<file path="src/rtl/micro_sequencer.sv">
// Microsequencer for the AGEX datapath: latches one decoded instruction per handshake and
// steps the microstate code. Optional MEM_TIMEOUT_EN aborts memory waits after TIMEOUT_CYCLES.
module micro_sequencer #(
   parameter int TIMEOUT_CYCLES = 64
) (
   input  logic       clk,
   input  logic       rst,
   input  logic       inst_valid,
   output logic       inst_ready,
   input  logic [7:0] opcode,
   input  logic [7:0] modrm,
   output logic [7:0] opcode_q,
   output logic [7:0] modrm_q,
   output logic [7:0] state,
   output logic       mem_req,
   output logic       mem_we,
   input  logic       mem_rdy,
   output logic       instr_done,
   output logic       illegal_op,
   output logic       mem_timeout
);

   localparam logic [7:0] S_IDLE    = 8'd0;
   localparam logic [7:0] S_AGEN    = 8'd1;
   localparam logic [7:0] S_RD_WAIT = 8'd2;
   localparam logic [7:0] S_LD_ALU  = 8'd3;
   localparam logic [7:0] S_WB_REG  = 8'd4;
   localparam logic [7:0] S_ALU_MDR = 8'd5;
   localparam logic [7:0] S_WR_WAIT = 8'd6;
   localparam logic [7:0] S_REG_ALU = 8'd8;
   localparam logic [7:0] S_MOV_IMM = 8'd12;
   localparam logic [7:0] S_JMP     = 8'd16;

   logic [7:0] state_q, state_d;
   logic [7:0] opcode_d, modrm_d;
   logic       illegal_q, illegal_d;
   logic       timeout_q, timeout_d;
   logic       accept;
   logic       is_mov, is_alu, is_jmp, is_loadop_in, is_loadop_q, wait_abort;

   assign accept = (state_q == S_IDLE) && inst_valid;

   always_comb begin
      is_mov       = (opcode[7:3] == 5'b10111);
      is_jmp       = (opcode == 8'hE9) || (opcode == 8'hEB);
      is_loadop_in = (opcode == 8'h03) || (opcode == 8'h0B);
      is_alu       = 1'b0;
      case (opcode)
         8'h01, 8'h03, 8'h09, 8'h0B, 8'h81, 8'h83, 8'hC1, 8'hD1, 8'hD3: is_alu = 1'b1;
         default: is_alu = 1'b0;
      endcase
   end

   // Load-op and read-modify-write share the read half; the latched opcode picks the tail.
   assign is_loadop_q = (opcode_q == 8'h03) || (opcode_q == 8'h0B);

`ifdef MEM_TIMEOUT_EN
   localparam int CW = $clog2(TIMEOUT_CYCLES + 1);
   logic [CW-1:0] cnt_q, cnt_d;
   logic          in_wait;

   assign in_wait    = (state_q == S_RD_WAIT) || (state_q == S_WR_WAIT);
   // cnt_q counts completed wait cycles, so the current cycle is number cnt_q+1.
   assign wait_abort = in_wait && !mem_rdy && (cnt_q == CW'(TIMEOUT_CYCLES - 1));

   always_comb begin
      cnt_d = '0;
      if (in_wait && (state_d == state_q)) cnt_d = cnt_q + 1'b1;
   end

   always_ff @(posedge clk) begin
      if (rst) cnt_q <= '0;
      else     cnt_q <= cnt_d;
   end
`else
   assign wait_abort = 1'b0;
`endif

   always_comb begin
      state_d   = S_IDLE;
      opcode_d  = opcode_q;
      modrm_d   = modrm_q;
      illegal_d = 1'b0;
      timeout_d = 1'b0;
      case (state_q)
         S_IDLE: begin
            if (inst_valid) begin
               opcode_d = opcode;
               modrm_d  = modrm;
               if (is_mov)                    state_d = S_MOV_IMM;
               else if (is_jmp)               state_d = S_JMP;
               else if (is_alu && modrm[7:6] == 2'b11) state_d = S_REG_ALU;
               else if (is_alu)               state_d = S_AGEN;
               else                           illegal_d = 1'b1;
            end
         end
         S_AGEN: state_d = S_RD_WAIT;
         S_RD_WAIT: begin
            if (mem_rdy)         state_d = S_LD_ALU;
            else if (wait_abort) timeout_d = 1'b1;
            else                 state_d = S_RD_WAIT;
         end
         S_LD_ALU:  state_d = is_loadop_q ? S_WB_REG : S_ALU_MDR;
         S_ALU_MDR: state_d = S_WR_WAIT;
         S_WR_WAIT: begin
            if (mem_rdy)         state_d = S_IDLE;
            else if (wait_abort) timeout_d = 1'b1;
            else                 state_d = S_WR_WAIT;
         end
         default: state_d = S_IDLE;
      endcase
   end

   always_ff @(posedge clk) begin
      if (rst) begin
         state_q   <= S_IDLE;
         opcode_q  <= 8'h00;
         modrm_q   <= 8'h00;
         illegal_q <= 1'b0;
         timeout_q <= 1'b0;
      end else begin
         state_q   <= state_d;
         opcode_q  <= opcode_d;
         modrm_q   <= modrm_d;
         illegal_q <= illegal_d;
         timeout_q <= timeout_d;
      end
   end

   assign state       = state_q;
   assign inst_ready  = (state_q == S_IDLE) && !rst;
   assign mem_req     = (state_q == S_RD_WAIT) || (state_q == S_WR_WAIT);
   assign mem_we      = (state_q == S_WR_WAIT);
   // Gated by rst so an abandoned instruction never reports completion.
   assign instr_done  = !rst && ((state_q == S_WB_REG) || (state_q == S_REG_ALU) ||
                                 (state_q == S_MOV_IMM) || (state_q == S_JMP) ||
                                 ((state_q == S_WR_WAIT) && mem_rdy));
   assign illegal_op  = illegal_q;
   assign mem_timeout = timeout_q;

   logic unused_ok;
   assign unused_ok = accept;

endmodule

</file>
<file path="config.mk">
export PLATFORM = sky130hd
export DESIGN_NAME = micro_sequencer
export DESIGN_NICKNAME = d
export VERILOG_FILES = /design/src/rtl/micro_sequencer.sv
export SDC_FILE = /design/constraint.sdc
export NUM_CORES = 1
export LEC_CHECK = 0
export ABC_CLOCK_PERIOD_IN_PS = 1970
export CORE_ASPECT_RATIO = 1.75
export CORE_MARGIN = 5
export CORE_UTILIZATION = 39
export DETAILED_ROUTE_END_ITERATION = 7
export HOLD_SLACK_MARGIN = 0.1
export PLACE_DENSITY = 0.8
export REMOVE_ABC_BUFFERS = 1
export SLEW_MARGIN = 20
export SYNTH_ARGS = -nofsm -noshare
export SYNTH_HDL_FRONTEND = slang
export SYNTH_SLANG_ARGS = --single-unit
</file>
<file path="constraint.sdc">
create_clock -name clk -period 1.97 [get_ports clk]
set_input_delay 0.197 -clock clk [delete_from_list [all_inputs] [get_ports clk]]
set_output_delay 0.197 -clock clk [all_outputs]
set_load 0.05 [all_outputs]
</file>
==> flow_summary.ini <==
[run_status]
status = finished, final reports clean

[placed_design]
dp_hpwl_um = 2142
preCtsSetupSlack_ns = 0.1718
routabilityCongestion = 0.8656
port_buffers = 45
dp.cells = 196

[clocking]
root_buffer = clkbuf_8
post_cts_resized = 0
clock_path_buffers = 2
postCtsSetupBuffers = 0
cts.htree.levels = 1
cts_hold_buffers = 0
clkSinkCount = 22
cts_tree = built
path_clk_slew_ns = 0.07
numCtsBuffers = 3
clkLatencyLatePin_ns = 0.25

[finish]
fin_cells = 199
fillCellCount = 241
antenna_cells = 0
drive_gt1_share_pct = 7.514
num-nets-final = 195
area_delta_synth_final_pct = 51.91

[setup_path]
cp_num_cells = 6
critPathLaunchType = input pin
crit_type = input pin to output pin
arrival_ns = 1.61
slowest_stage = clkdlybuf4s50_1
worstPathCellList = clkdlybuf4s50_1 > and3b_2 > a21oi_1 > o32a_1 > nor3_1 > buf_12
path_max_fanout = 4
end_kind = output pin
crit_start = mem_rdy
crit_family = buffers and inverters
ff2ff_path_depth = 4
path_buf_inv = 2
r2r_start = state[4]$_SDFF_PP0_
rrSetupSlack_ns = 0.39
cp_data_required_time_ns = 1.77
max_stage_delay_ns = 0.54
cp-endpoint = instr_done
rr_endpoint = state[0]$_SDFF_PP0_

[floorplanning]
rows = 24
io_pins = 50
die_y_um = 77.48
die_w_um = 48.56
dieArea_um2 = 3762
initial_core_util_pct = 40.71
core_um2 = 2492

[yosys]
yosysMostFrequentCell = nand2_1
ys_async_sr_fraction_pct = 0
synth_flop_cell = dfxtp_1
netlist_instances = 130
netlist_top_cells_count = 34 x nand2_1, 22 x dfxtp_1, 20 x a21oi_1, 6 x nor3_1, 5 x nor2_1
ys_types = 33
ys_ff_latch = 22
synth_top_area_share_pct = 43.40
yosys.area.top_type = dfxtp_1
synth_area_leaders = dfxtp_1 43%, nand2_1 13%, a21oi_1 9.9%
yosys_warnings = 0
yosysSeqAreaShare_pct = 43.40
syn_avg_cell_area_um2 = 7.806
synth-edff-count = 0
synth_area_um2 = 1015

[route]
vias = 1066
avgRoutedWirePerCell_um = 14.13
first_iter_violations = 19
ant_nets = 0
wirelength_um = 2811
avgViaCountPerCell = 5.357
drc_errors = 0
drtPass1Iterations = 4

[power_and_ir_drop]
power_density_nw_per_um2 = 667.2
p_leak_nw = 0.5760
ir_worst_vdd_mv = 0.4220

[timing]
hold_viol = 0
period_share_pct = 91.85
final-setup-viol-count = 0
fin_ws_ns = 0.1606
max_freq_mhz = 552.7
slew_violations = 0
maxSlewHeadroom_pct = 65.94
whs_ns = 0.4582
tightest_slew_ns = 0.5093
clock_skew_ns = 0.003089
fin_crit_ns = 1.809
grt_setup_unrepaired = false

[global_routing]
grt-ovfl-total = 0
grt_pass1_wl_um = 4526
grt_pass1_vias = 1045
grt.total_usage_pct = 14.26
grt_max_degree = 21
antenna_found_initial = 0

[min_path]
min_path_type = register to register

[run]
maxCapViolCount = 0
## power by group
part	leakage [nW]	switching, W	internal [W]	total [W]
clock	0.0216	0.000124	0.000136	0.000260
combinational	0.373	0.000176	0.000110	0.000286
sequential	0.181	0.0000146	0.000468	0.000483
total	0.576	0.000314	0.000714	0.00103
## kinds of logic (layout without fill, tap and decap cells)
group | count (synthesis) | count (layout) | synth area share (%)
compound gates | 31 | 31 | 18.00
buf+inv | 11 | 51 | 5.918
flops | 22 | 22 | 43.40
other cells | 1 | 4 | 0.3696
simple gates | 65 | 65 | 32.31
## through the flow
stage	power, W	TNS (ns)	utilization, %	cell area, µm²
3_3_place_gp	0.0007749	0	60.14	1499
2_1_floorplan	0.0006524	-1.558	-	965.9
3_5_place_dp	0.0007783	0	60.14	1499
5_1_grt	0.001070	0	61.85	1541
4_1_cts	0.001039	0	61.80	1540
6_report	0.001029	0	61.85	1541
## layout by cell type (no fill, tap or decap), types with 2 or more instances in the layout
master,netlist,layout
nor2b_1,2,2
buf_4,4,4
o21ai_0,2,2
clkdlybuf4s50_1,0,41
nand2b_1,3,3
nand4bb_1,2,2
clkbuf_8,0,3
nand2_1,34,34
and2_1,2,2
buf_12,0,3
nor3_1,6,6
conb_1,1,4
dfxtp_1,22,21
nor2_1,5,5
and3_1,2,2
a21oi_1,20,20
## worst min-delay path, delay by kind of cell, from the launching register on
kind | cells | cell delay [ns]
compound gates | 1 | 0.05
flops | 1 | 0.31
simple gates | 1 | 0.05
## registers in the layout, summed over array words and instances (netlist names)
name and count:
modrm_q 8, illegal_op 1, state 5, opcode_q 8
## final cells by class
type / count / area (µm²) / share of cell area (%)
Tap cell: 26 / 32.53 / 2.110
Sequential cell: 22 / 441.7 / 28.65
Timing Repair Buffer: 48 / 500.5 / 32.47
Clock buffer: 3 / 41.29 / 2.679
Multi-Input combinational cell: 100 / 525.5 / 34.09
## metal layers
metal  vias up  share of wire (%)  track usage, %
li1        527                  -               -
met1       504                 36           13.48
met2        30                 57           29.19
met3         5                4.8           2.299
met4         0                1.4           4.852
met5         -                  0               0
## worst min path at each step
stage	start	endpoint	slack, ns	cells past startpoint
3_5_place_dp	modrm_q[3]$_SDFFE_PP0P_	modrm_q[3]$_SDFFE_PP0P_	0.45	2
4_1_cts	modrm_q[1]$_SDFFE_PP0P_	modrm_q[1]$_SDFFE_PP0P_	0.46	2
5_1_grt	modrm_q[4]$_SDFFE_PP0P_	modrm_q[4]$_SDFFE_PP0P_	0.48	2
2_1_floorplan	rst	modrm_q[0]$_SDFFE_PP0P_	0.27	1
6_report	modrm_q[7]$_SDFFE_PP0P_	modrm_q[7]$_SDFFE_PP0P_	0.46	2
3_3_place_gp	modrm_q[7]$_SDFFE_PP0P_	modrm_q[7]$_SDFFE_PP0P_	0.44	2
No activity file was read; power rests on OpenSTA's default activity.
